File: src/rtl/kogg_stone_sub_pipe.sv
`default_nettype none
// ============================================================================
//  Module   : kogg_stone_sub_pipe
//  Purpose  : Streaming Kogge-Stone add/subtract, one register per prefix level,
//             valid/ready on both sides, carry/borrow and signed-overflow flags.
//  Revision : 1.0  initial release
// ============================================================================
module kogg_stone_sub_pipe #(
    parameter int WIDTH = 8
) (
    input  logic             clk,
    input  logic             reset,
    input  logic             in_valid,
    output logic             in_ready,
    input  logic [WIDTH-1:0] a,
    input  logic [WIDTH-1:0] b,
    input  logic             sub,
    output logic             out_valid,
    input  logic             out_ready,
    output logic [WIDTH-1:0] d,
    output logic             cout,
    output logic             ovf
);

    localparam int LEVELS = $clog2(WIDTH);

    // Stage index 0 is the input register; 1..LEVELS are the prefix levels.
    logic [WIDTH-1:0] h_d [0:LEVELS];
    logic [WIDTH-1:0] h_q [0:LEVELS];
    logic [WIDTH-1:0] g_d [0:LEVELS];
    logic [WIDTH-1:0] g_q [0:LEVELS];
    logic [WIDTH-1:0] p_d [0:LEVELS-1];
    logic [WIDTH-1:0] p_q [0:LEVELS-1];
    logic [LEVELS:0]  cin_d, cin_q;
    logic [LEVELS:0]  vld_d, vld_q;

    logic             en;
    logic [WIDTH-1:0] bb;
    logic [WIDTH-1:0] g_shf;
    logic [WIDTH-1:0] p_shf;
    logic [WIDTH-1:0] lo_mask;
    logic [WIDTH-1:0] carry;
    logic [WIDTH-1:0] d_d, d_q;
    logic             cout_d, cout_q;
    logic             ovf_d, ovf_q;
    logic             out_valid_d, out_valid_q;

    always_comb begin
        en      = !out_valid_q || out_ready;
        bb      = b ^ {WIDTH{sub}};
        g_shf   = '0;
        p_shf   = '0;
        lo_mask = '0;

        h_d[0]    = a ^ bb;
        g_d[0]    = a & bb;
        // Carry-in folded into bit 0 so the prefix tree needs no separate cin term.
        g_d[0][0] = (a[0] & bb[0]) | ((a[0] | bb[0]) & sub);
        p_d[0]    = a | bb;
        cin_d[0]  = sub;
        vld_d[0]  = in_valid && en;

        // Shifting by the level distance leaves zeros below it, so those bits pass through.
        for (int k = 1; k <= LEVELS; k++) begin
            g_shf    = g_q[k-1] << (1 << (k - 1));
            g_d[k]   = g_q[k-1] | (p_q[k-1] & g_shf);
            h_d[k]   = h_q[k-1];
            cin_d[k] = cin_q[k-1];
            vld_d[k] = vld_q[k-1];
        end

        for (int k = 1; k < LEVELS; k++) begin
            lo_mask = ~({WIDTH{1'b1}} << (1 << (k - 1)));
            p_shf   = p_q[k-1] << (1 << (k - 1));
            p_d[k]  = p_q[k-1] & (p_shf | lo_mask);
        end

        carry       = {g_q[LEVELS][WIDTH-2:0], cin_q[LEVELS]};
        d_d         = h_q[LEVELS] ^ carry;
        cout_d      = g_q[LEVELS][WIDTH-1];
        ovf_d       = carry[WIDTH-1] ^ g_q[LEVELS][WIDTH-1];
        out_valid_d = vld_q[LEVELS];
    end

    // Single global enable: the whole pipe freezes while the output is blocked.
    always_ff @(posedge clk or negedge reset) begin
        if (!reset) begin
            for (int k = 0; k <= LEVELS; k++) begin
                h_q[k] <= '0;
                g_q[k] <= '0;
            end
            for (int k = 0; k < LEVELS; k++) begin
                p_q[k] <= '0;
            end
            cin_q       <= '0;
            vld_q       <= '0;
            d_q         <= '0;
            cout_q      <= 1'b0;
            ovf_q       <= 1'b0;
            out_valid_q <= 1'b0;
        end else if (en) begin
            for (int k = 0; k <= LEVELS; k++) begin
                h_q[k] <= h_d[k];
                g_q[k] <= g_d[k];
            end
            for (int k = 0; k < LEVELS; k++) begin
                p_q[k] <= p_d[k];
            end
            cin_q       <= cin_d;
            vld_q       <= vld_d;
            d_q         <= d_d;
            cout_q      <= cout_d;
            ovf_q       <= ovf_d;
            out_valid_q <= out_valid_d;
        end
    end

    assign in_ready  = en;
    assign out_valid = out_valid_q;
    assign d         = d_q;
    assign cout      = cout_q;
    assign ovf       = ovf_q;

endmodule
`default_nettype wire

File: config.mk
export PLATFORM = sky130hd
export DESIGN_NAME = kogg_stone_sub_pipe
export DESIGN_NICKNAME = d
export VERILOG_FILES = /design/src/rtl/kogg_stone_sub_pipe.sv
export SDC_FILE = /design/constraint.sdc
export NUM_CORES = 1
export LEC_CHECK = 0
export BUFFER_PORTS_ARGS = -buffer_cell sky130_fd_sc_hd__buf_2
export CORE_MARGIN = 5
export CORE_UTILIZATION = 65
export CTS_BUF_LIST = sky130_fd_sc_hd__clkbuf_8
export CTS_CLUSTER_DIAMETER = 80
export CTS_CLUSTER_SIZE = 30
export DETAILED_ROUTE_END_ITERATION = 10
export GPL_ROUTABILITY_DRIVEN = 0
export PLACE_DENSITY = 0.85
export SYNTH_ARGS = -nofsm -noshare
export SYNTH_HDL_FRONTEND = slang
export SYNTH_SLANG_ARGS = --single-unit
File: constraint.sdc
create_clock -name clk -period 2.6 [get_ports clk]
set_input_delay 0.26 -clock clk [delete_from_list [all_inputs] [get_ports clk]]
set_output_delay 0.26 -clock clk [all_outputs]
set_load 0.01 [all_outputs]
==> reports/qor.csv, run 1 <==
stage;metric;value;unit
cells_and_area;n_antenna_cell;0;
place;place_hpwl;5180;microns
synthesis;synth_top_family_by_area;multiplexers;
critical_path;path_cells;nor2b_4, inv_2, buf_12, buf_2;
pwr;p_per_area;1110;nW/um^2
routing;ant_nets;0;
floorplanning;core-area;6760;sq um
critical_path;endpoint_kind;output pin;
timing;skew;0.00645;ns
timing;drv_slew;0;
critical_path;path_delay_family;buffers and inverters;
synthesis;muxShareOfSynthArea;0.199;
synthesis;synth_nets;362;
place;numPortBuffers;32;
critical_path;path_buf_inv;3;
flow_run;cap_viol_max_count;0;
timing;period_minus_slack;1.83;ns
pwr;vdd_ir_drop_max;0.000630;V
synthesis;postSynthAreaPerCell;13.7;sq um
cells_and_area;post-route-util;0.724;
clock_tree;clk_pin_slew;0.09;ns
routing;num_vias;2521;
critical_path;critical_path_class;reg -> out;
floorplanning;initial_core_util;0.663;
cells_and_area;final_cell_mix;dfrtp_1 (100), mux2_4 (40), buf_2 (31);
global_route;gr-total-overflow;0;
routing;viasPerCell;5.68;
pwr;leakage;2.32;nW
floorplanning;boundaryPins;33;
cells_and_area;fill_cells;446;
timing;relSlewSlack;0.583;
routing;dr.pass1.iters;5;
timing;rsz0062_at_grt;no;
hold_path;holdPathStages;2;
synthesis;synth.distinct_cells;21;
global_route;track_usage;0.198;
critical_path;start_kind;register;
cells_and_area;drive_above_1_share;0.321;
clock_tree;cts_tree;yes;
place;dpl_cell_area;4690;sq um
synthesis;synth-seq-area-share;0.559;
cells_and_area;final_common_cell;dfrtp_1;
synthesis;synth.area.top_cells;dfrtp_1 (56%), mux2_4 (13%), mux2_2 (5.5%);
clock_tree;post-cts-setup-buffer-count;0;
synthesis;yosysWarnings;0;
cells_and_area;ff_latch_area;2500;sq um
floorplanning;fp.dieH;93.0;microns
cells_and_area;finalNonFillerCells;444;
cells_and_area;design_area;4890;sq um
routing;wl_per_cell;17.2;microns
clock_tree;cts_sinks;100;
routing;drtIter0Drc;219;
timing;tightestPinTransition;0.626;ns
timing;setup_viol;0;
synthesis;yosys.area.top_type;dfrtp_1;
critical_path;worstPathRequired;2.34;ns
routing;wl;7630;microns
clock_tree;htreeDepth;3;
timing;hold_viol;0;
timing;fin_ws;0.772;ns
clock_tree;root_buffer;clkbuf_8;
floorplanning;die-area;8650;sq um
cells_and_area;multiInputGateArea;1800;sq um
clock_tree;cts_buffers;9;
place;post-place-ws;1.01;ns
critical_path;arrival;1.57;ns
synthesis;synth_area;4480;sq um
clock_tree;clk_latency;0.35;ns
global_route;grt_pass1_wl;13200;microns
global_route;grt_max_degree;53;
critical_path;reg2reg_depth;4;
clock_tree;cts_buffer_depth;2;
floorplanning;rows;30;
synthesis;synth-compound-area-share;0.0570;
critical_path;critical-path-max-stage-delay;0.40;ns
synthesis;yosys.area_share.xor_xnor;0.0366;
synthesis;synth-simple-area-share;0.0698;
synthesis;ys_ff_latch;100;
timing;fmax;547;MHz
hold_path;worst_hold_path_type;in -> reg;
place;placed_cells;427;
cells_and_area;synthToLayoutAreaGrowth;9.19;%
global_route;first_global_vias;2593;
critical_path;path_depth;4;
global_route;antenna_found_initial;0;
timing;fin_tns_setup;0;ns
routing;drc;0;
critical_path;worstPathMaxFanout;28;
floorplanning;die_x;93.0;microns
cells_and_area;nets;394;
run_status;status;completed;
synthesis;netlist_instances;327;
timing;post-route-period-util;0.703;
synthesis;synth-adder-area-share;0.0391;
synthesis;yosys.area.top_type_share;0.559;
critical_path;slowest_stage;dfrtp_1;
==> through the flow <==
step | total power [mW] | hold slack (ns)
3_3_place_gp | 4.45 | 0.315
5_1_grt | 5.81 | 0.107
6_report | 5.45 | 0.113
2_1_floorplan | 4.08 | -0.0356
3_5_place_dp | 4.57 | 0.323
4_1_cts | 5.50 | 0.0975
==> cell families after synthesis <==
kind of cell,Yosys count
xor+xnor,17
flops,100
buf+inv,33
simple gates,46
mux,66
compound gates,51
fa+ha+maj,14
==> repair_timing <==
item | 4_1_cts | 5_1_grt
hold buffers | 1 | 0
endpoints found under the setup margin | 0 | 0
gates resized for setup | 0 | 0
endpoints found under the hold margin | 48 | 0
==> flip-flops by register name (all words and copies together) (netlist names) <==
register / count
d: 8
vld_q: 4
ovf: 1
cout: 1
out_valid: 1
cin_q: 4
cout_d: 1
carry: 7
h_q: 8
g_q: 24
h_d: 24
p_q: 17
==> cell usage after synthesis <==
| cell type | number |
|---|---|
| mux2_4 | 40 |
| mux2_2 | 22 |
| nand2_1 | 10 |
| inv_2 | 1 |
| o21ai_0 | 27 |
| mux2_1 | 4 |
| inv_1 | 14 |
| ha_1 | 14 |
| nand2b_1 | 1 |
| buf_6 | 6 |
| a21oi_1 | 24 |
| buf_4 | 1 |
| nor3b_1 | 7 |
| clkbuf_1 | 8 |
| xor3_1 | 1 |
| xnor2_1 | 5 |
| xor2_1 | 11 |
| nand3b_1 | 27 |
| dfrtp_1 | 100 |
| nor2b_4 | 1 |
| buf_2 | 3 |
==> area by class of cell <==
type / count / area share
Multi-Input combinational cell: 194 / 0.368
Clock inverter: 4 / 0.00486
Inverter: 15 / 0.0115
Tap cell: 80 / 0.0205
Clock buffer: 12 / 0.0338
Sequential cell: 100 / 0.512
Timing Repair Buffer: 39 / 0.0496
==> report_power, final <==
part | switching [mW] | internal (mW)
sequential | 0.486 | 2.26
combinational | 0.730 | 1.06
clock | 0.500 | 0.422
total | 1.72 | 3.73
==> routing by layer <==
layer | global-route usage | part of all wire | up-vias
met5 | 0 | 0 | -
met4 | 0.0806 | 0.017 | 0
met3 | 0.0346 | 0.034 | 10
met2 | 0.293 | 0.48 | 39
met1 | 0.293 | 0.47 | 1286
li1 | - | - | 1186
==> worst paths after layout <==
path	start	endpoint	slack (ns)
worst max register to register	out_valid$_DFFE_PN0P_	cin_q[3]$_DFFE_PN0P_	1.00
worst min register to register	h_d[21]$_DFFE_PN0P_	h_d[21]$_DFFE_PN0P_	0.49
max in group asynchronous	reset	g_q[19]$_DFFE_PN0P_	1.46
worst min-delay path	in_valid	vld_q[0]$_DFFE_PN0P_	0.11
worst max-delay path	out_valid$_DFFE_PN0P_	in_ready	0.77
min in group asynchronous	reset	d[3]$_DFFE_PN0P_	0.46
(Power assumes the default switching activity.)
==> inputs of run 2 (changes only) <==
--- a/config.mk
+++ b/config.mk
@@ -7,13 +7,13 @@
 export LEC_CHECK = 0
 export BUFFER_PORTS_ARGS = -buffer_cell sky130_fd_sc_hd__buf_2
 export CORE_MARGIN = 5
-export CORE_UTILIZATION = 65
+export CORE_UTILIZATION = 62
 export CTS_BUF_LIST = sky130_fd_sc_hd__clkbuf_8
 export CTS_CLUSTER_DIAMETER = 80
 export CTS_CLUSTER_SIZE = 30
 export DETAILED_ROUTE_END_ITERATION = 10
 export GPL_ROUTABILITY_DRIVEN = 0
-export PLACE_DENSITY = 0.85
+export PLACE_DENSITY = 0.82
 export SYNTH_ARGS = -nofsm -noshare
 export SYNTH_HDL_FRONTEND = slang
 export SYNTH_SLANG_ARGS = --single-unit
==> constraint.sdc (replaced) <==
create_clock -name clk -period 1.7 [get_ports clk]
set_input_delay 0.17 -clock clk [delete_from_list [all_inputs] [get_ports clk]]
set_output_delay 0.17 -clock clk [all_outputs]
set_load 0.01 [all_outputs]
==> reports/qor.csv, run 2 (synthesis gave the netlist of run 1 again) <==
stage;metric;value;unit;change
run_status;status;completed;;
floorplanning;core-area;7140;sq um;+5.6%
critical_path;startpoint;out_valid$_DFFE_PN0P_;;
pwr;sw_frac_of_total;0.315;;+0.000508
timing;hold_viol;0;;unchanged
global_route;track_usage;0.196;;-0.00236
pwr;p_switching;2.64;mW;+54%
global_route;grt_pass1_wl;13500;microns;+2.3%
pwr;clockPowerShare;0.168;;about the same
pwr;vdd_ir_drop_max;0.000932;V;+48%
routing;dr.pass1.iters;4;;-1
place;place_hpwl;5420;microns;+4.7%
place;numPortBuffers;32;;unchanged
hold_path;worst_hold_path_type;in -> reg;;
timing;drv_slew;0;;unchanged
timing;period_minus_slack;1.54;ns;
floorplanning;boundaryPins;33;;unchanged
pwr;p_seq_frac;0.503;;about the same
cells_and_area;final_common_cell;dfrtp_1;;
clock_tree;cts_buffer_depth;2;;unchanged
critical_path;cp-endpoint;in_ready;;
routing;wl_met1;3580;microns;-0.28%
routing;wl_met2;3840;microns;+5.3%
floorplanning;rows;31;;+3.3%
clock_tree;clk_latency;0.36;ns;about the same
global_route;antenna_found_initial;0;;unchanged
clock_tree;post_cts_resize_count;0;;unchanged
critical_path;r2r_slack;0.36;ns;-0.64 ns
clock_tree;htreeDepth;3;;unchanged
pwr;leakage;2.34;nW;+0.85%
clock_tree;cts_buffers;9;;unchanged
timing;rsz0062_at_grt;no;;
timing;tightestPinTransition;0.438;ns;-0.189 ns
pwr;comb_power_share;0.329;;about the same
floorplanning;die-area;9030;sq um;+4.3%
routing;dr.max_layer_used;met4;;
timing;hold_ws;0.0356;ns;-0.0774 ns
routing;wl;7800;microns;+2.3%
timing;setup_viol;0;;unchanged
critical_path;path_cells;nor2b_4, inv_2, buf_12, buf_2;;
timing;post-route-period-util;0.908;;
cells_and_area;synthToLayoutAreaGrowth;10.6;%;
cells_and_area;final_cell_mix;dfrtp_1 (100), mux2_4 (40), buf_2 (31);;
pwr;power;8.39;mW;+54%
critical_path;reg2reg_to;h_d[10]$_DFFE_PN0P_;;
critical_path;critical_path_class;reg -> out;;
cells_and_area;fill_cells;523;;+17%
flow_run;cap_viol_max_count;0;;unchanged
critical_path;reg2reg_depth;3;;-1
critical_path;worstPathMaxFanout;28;;unchanged
clock_tree;clk_pin_slew;0.08;ns;about the same
cells_and_area;drive_above_1_share;0.325;;+0.00371
critical_path;start_kind;register;;
timing;skew;0.00815;ns;+0.00170 ns
routing;drtIter0Drc;206;;-5.9%
floorplanning;die_x;95;microns;+2.1%
global_route;grt_max_degree;38;;-28%
critical_path;path_depth;4;;unchanged
critical_path;endpoint_kind;output pin;;
timing;relSlewSlack;0.708;;+0.126
timing;fmax;648;MHz;
critical_path;critical-path-max-stage-delay;0.39;ns;about the same
pwr;p_int;5.74;mW;+54%
global_route;gr-total-overflow;0;;unchanged
routing;ant_nets;0;;unchanged
routing;viasPerCell;5.52;;-2.8%
critical_path;slowest_stage;dfrtp_1;;
critical_path;arrival;1.37;ns;-0.20 ns
global_route;first_global_vias;2729;;+5.2%
clock_tree;cts_sinks;100;;unchanged
floorplanning;initial_core_util;0.628;;-0.0353
routing;routed-wl-met3;266;microns;+2.3%
floorplanning;fp.dieH;95;microns;+2.1%
cells_and_area;nets;396;;+0.51%
cells_and_area;n_antenna_cell;0;;unchanged
critical_path;path_buf_inv;3;;unchanged
routing;num_vias;2566;;+1.8%
timing;fin_tns_setup;0;ns;unchanged
clock_tree;root_buffer;clkbuf_8;;
critical_path;path_delay_family;buffers and inverters;;
critical_path;worstPathRequired;1.53;ns;-0.81 ns
pwr;p_per_area;1690;nW/um^2;+52%
clock_tree;cts_tree;yes;;
routing;wl_per_cell;16.8;microns;-2.3%
critical_path;r2r-start;out_valid$_DFFE_PN0P_;;
routing;drc;0;;unchanged
[run 2: stage by stage]
| stage | area, sq um | util | setup slack, ns | std cells |
|---|---|---|---|---|
| 6_report | 4950 | 0.694 | 0.157 | 465 |
| 4_1_cts | 4950 | 0.694 | 0.137 | 465 |
| 2_1_floorplan | 4480 | - | 0.259 | 327 |
| 3_5_place_dp | 4760 | 0.666 | 0.318 | 448 |
| 5_1_grt | 4950 | 0.694 | 0.0877 | 465 |
| 3_3_place_gp | 4760 | 0.666 | 0.387 | 448 |
[run 2: worst register-to-register path, cell delays in order, from the launching register on]
cell	delay, ns
dfrtp_1	0.35
nor2b_4	0.18
buf_4	0.31
mux2_2	0.39
[run 2: worst min path at each step]
stage,start,to,slack [ns],cells after the start
after detailed placement,reset,h_q[5]$_DFFE_PN0P_,0.15,1
after global placement,reset,d[3]$_DFFE_PN0P_,0.14,1
after global routing,in_valid,vld_q[0]$_DFFE_PN0P_,0.04,2
after floorplan,reset,carry[1]$_DFFE_PN0P_,-0.13,0
final,in_valid,vld_q[0]$_DFFE_PN0P_,0.04,2
after CTS,in_valid,vld_q[0]$_DFFE_PN0P_,0.02,2
[run 2: layout make-up]
class | instances | area, sq um | area share
well taps | 99 | 124 | 0.0250
multi-input cells | 194 | 1800 | 0.363
flip-flops and latches | 100 | 2500 | 0.505
clock buffers | 12 | 165 | 0.0333
repair buffers | 41 | 283 | 0.0571
inverters | 15 | 56.3 | 0.0114
clock inverters | 4 | 23.8 | 0.00480
[run 2: routing by layer]
metal  vias to the layer above  global-route usage
met5                         -                   0
met4                         0              0.0541
li1                       1195                   -
met1                      1310               0.269
met3                         8              0.0470
met2                        53               0.314
[run 2: power by group through the flow]
stage	sequential, mW	combinational [mW]	clock, mW
2_1_floorplan	4.05	2.18	0
3_3_place_gp	4.20	2.65	0
5_1_grt	4.35	3.05	1.54
4_1_cts	4.23	2.80	1.44
6_report	4.22	2.76	1.41
3_5_place_dp	4.26	2.78	0
[run 2: timing repair]
item                      CTS  global route
setup buffers               0             0
hold buffers                1             0
hold endpoints to repair   30             0
==> inputs of run 3 (changes only) <==
--- a/config.mk
+++ b/config.mk
@@ -13,6 +13,7 @@
 export CTS_CLUSTER_SIZE = 30
 export DETAILED_ROUTE_END_ITERATION = 10
 export GPL_ROUTABILITY_DRIVEN = 0
+export MAX_ROUTING_LAYER = met4
 export PLACE_DENSITY = 0.82
 export SYNTH_ARGS = -nofsm -noshare
 export SYNTH_HDL_FRONTEND = slang
==> reports/qor.csv, run 3 (synthesis gave the netlist of run 1 again) <==
stage;metric;value;unit;change
floorplanning;boundaryPins;33;;unchanged
critical_path;start_kind;register;;
routing;drtIter0Drc;221;;+7.3%
timing;post-route-period-util;0.911;;+0.00343
timing;rsz0062_at_grt;no;;
timing;tightestPinTransition;0.436;ns;-0.00117 ns
clock_tree;root_buffer;clkbuf_8;;
floorplanning;rows;31;;unchanged
pwr;p_switching;2.65;mW;+0.16%
place;place_hpwl;5420;microns;unchanged
global_route;grt_use_met3;0.0359;;-0.0112
floorplanning;fp.dieH;95;microns;unchanged
critical_path;reg2reg_to;h_d[10]$_DFFE_PN0P_;;
flow_run;cap_viol_max_count;0;;unchanged
cells_and_area;design_area;4950;sq um;unchanged
global_route;top_usage_layer;met2;;
routing;dr.pass1.iters;5;;+1
timing;relSlewSlack;0.709;;+0.000778
critical_path;endpoint_kind;output pin;;
clock_tree;post_cts_resize_count;0;;unchanged
cells_and_area;nets;396;;unchanged
hold_path;hold_path_end;vld_q[0]$_DFFE_PN0P_;;
global_route;gr-total-overflow;0;;unchanged
timing;fmax;646;MHz;-0.38%
cells_and_area;final_common_cell;dfrtp_1;;
critical_path;worstPathRequired;1.53;ns;about the same
global_route;antenna_found_initial;0;;unchanged
global_route;grt_util_met1;0.271;;+0.00214
routing;viasPerCell;5.50;;-0.35%
global_route;first_global_vias;2738;;+0.33%
routing;wl_per_cell;16.9;microns;+0.42%
global_route;grt_max_degree;38;;unchanged
critical_path;reg2reg_depth;3;;unchanged
pwr;clockPowerShare;0.168;;about the same
clock_tree;htreeDepth;3;;unchanged
pwr;p_int;5.74;mW;about the same
pwr;vdd_ir_drop_max;0.000931;V;about the same
cells_and_area;ff_latch_area;2500;sq um;unchanged
floorplanning;initial_core_util;0.628;;unchanged
hold_path;holdPathStages;2;;unchanged
run_status;status;completed;;
routing;ant_nets;0;;unchanged
critical_path;r2r-start;out_valid$_DFFE_PN0P_;;
floorplanning;die_x;95;microns;unchanged
pwr;leakage;2.34;nW;unchanged
timing;fin_tns_setup;0;ns;unchanged
critical_path;critical_path_class;reg -> out;;
critical_path;arrival;1.38;ns;about the same
cells_and_area;drive_above_1_share;0.325;;unchanged
routing;drc;0;;unchanged
critical_path;worstPathMaxFanout;28;;unchanged
clock_tree;cts_buffer_depth;2;;unchanged
global_route;track_usage;0.202;;+0.00616
cells_and_area;final_cell_mix;dfrtp_1 (100), mux2_4 (40), buf_2 (31);;
place;numPortBuffers;32;;unchanged
clock_tree;hold_buffers;1;;unchanged
timing;drv_slew;0;;unchanged
clock_tree;post-cts-setup-buffer-count;0;;unchanged
timing;skew;0.00699;ns;-0.00115 ns
critical_path;r2r_slack;0.36;ns;about the same
clock_tree;clk_latency;0.36;ns;about the same
pwr;p_seq_frac;0.503;;about the same
floorplanning;core-area;7140;sq um;unchanged
clock_tree;cts_buffers;9;;unchanged
global_route;grt_pass1_wl;13500;microns;+0.10%
routing;wl;7840;microns;+0.42%
cells_and_area;fill_cells;523;;unchanged
pwr;p_per_area;1690;nW/um^2;about the same
pwr;sw_frac_of_total;0.316;;+0.000345
place;dpl_cell_area;4760;sq um;unchanged
global_route;grtUsageMet2;0.314;;unchanged
timing;hold_viol;0;;unchanged
timing;period_minus_slack;1.55;ns;+0.00583 ns
clock_tree;cts_tree;yes;;
pwr;comb_power_share;0.329;;about the same
timing;setup_viol;0;;unchanged
cells_and_area;multiInputGateArea;1800;sq um;unchanged
hold_path;min-delay-start;in_valid;;
routing;num_vias;2557;;-0.35%
hold_path;worst_hold_path_type;in -> reg;;
cells_and_area;n_antenna_cell;0;;unchanged
clock_tree;clk_pin_slew;0.08;ns;about the same
clock_tree;cts_sinks;100;;unchanged
floorplanning;die-area;9030;sq um;unchanged
cells_and_area;synthToLayoutAreaGrowth;10.6;%;unchanged
[run 3: cell counts in the layout (fill, tap and decap cells not counted)]
No cell type changed its count.
[run 3: worst max path at each step]
stage	depth (start not counted)	slack, ns	to	from
3_3_place_gp	5	0.39	h_d[23]$_DFFE_PN0P_	sub
5_1_grt	4	0.09	in_ready	out_valid$_DFFE_PN0P_
4_1_cts	4	0.14	in_ready	out_valid$_DFFE_PN0P_
6_report	4	0.15	in_ready	out_valid$_DFFE_PN0P_
3_5_place_dp	5	0.32	h_d[17]$_DFFE_PN0P_	sub
2_1_floorplan	5	0.26	cin_q[0]$_DFFE_PN0P_	out_valid$_DFFE_PN0P_
[run 3: power by group through the flow]
stage / logic, mW / registers, mW / clock network (mW)
3_3_place_gp: 2.65 / 4.20 / 0
2_1_floorplan: 2.18 / 4.05 / 0
6_report: 2.76 / 4.22 / 1.41
3_5_place_dp: 2.78 / 4.26 / 0
4_1_cts: 2.80 / 4.23 / 1.44
5_1_grt: 3.05 / 4.35 / 1.54
[run 3: layout make-up]
type                    count  area share
flip-flops and latches    100       0.505
multi-input cells         194       0.363
repair buffers             41      0.0571
clock buffers              12      0.0333
well taps                  99      0.0250
inverters                  15      0.0114
clock inverters             4     0.00480
[run 3: through the flow]
step                      setup WS, ns  hold slack, ns   util  power, mW  instances
after floorplan                  0.259          -0.126      -       6.23        327
after global placement           0.387           0.143  0.666       6.85        448
after detailed placement         0.318           0.146  0.666       7.04        448
after CTS                        0.137          0.0237  0.694       8.47        465
after global routing            0.0909          0.0427  0.694       8.93        465
final                            0.151          0.0342  0.694       8.39        465
[run 3: layer usage]
| layer | wire, microns | vias up | part of all wire |
|---|---|---|---|
| met3 | 322 | 8 | 0.041 |
| met5 | 0 | - | 0 |
| li1 | - | 1197 | - |
| met2 | 3890 | 57 | 0.50 |
| met4 | 95 | 0 | 0.012 |
| met1 | 3530 | 1295 | 0.45 |
[run 3: critical path: stages, from the launching register on]
cell and delay, ns:
dfrtp_1 0.39, nor2b_4 0.14, inv_2 0.10, buf_12 0.21, buf_2 0.17
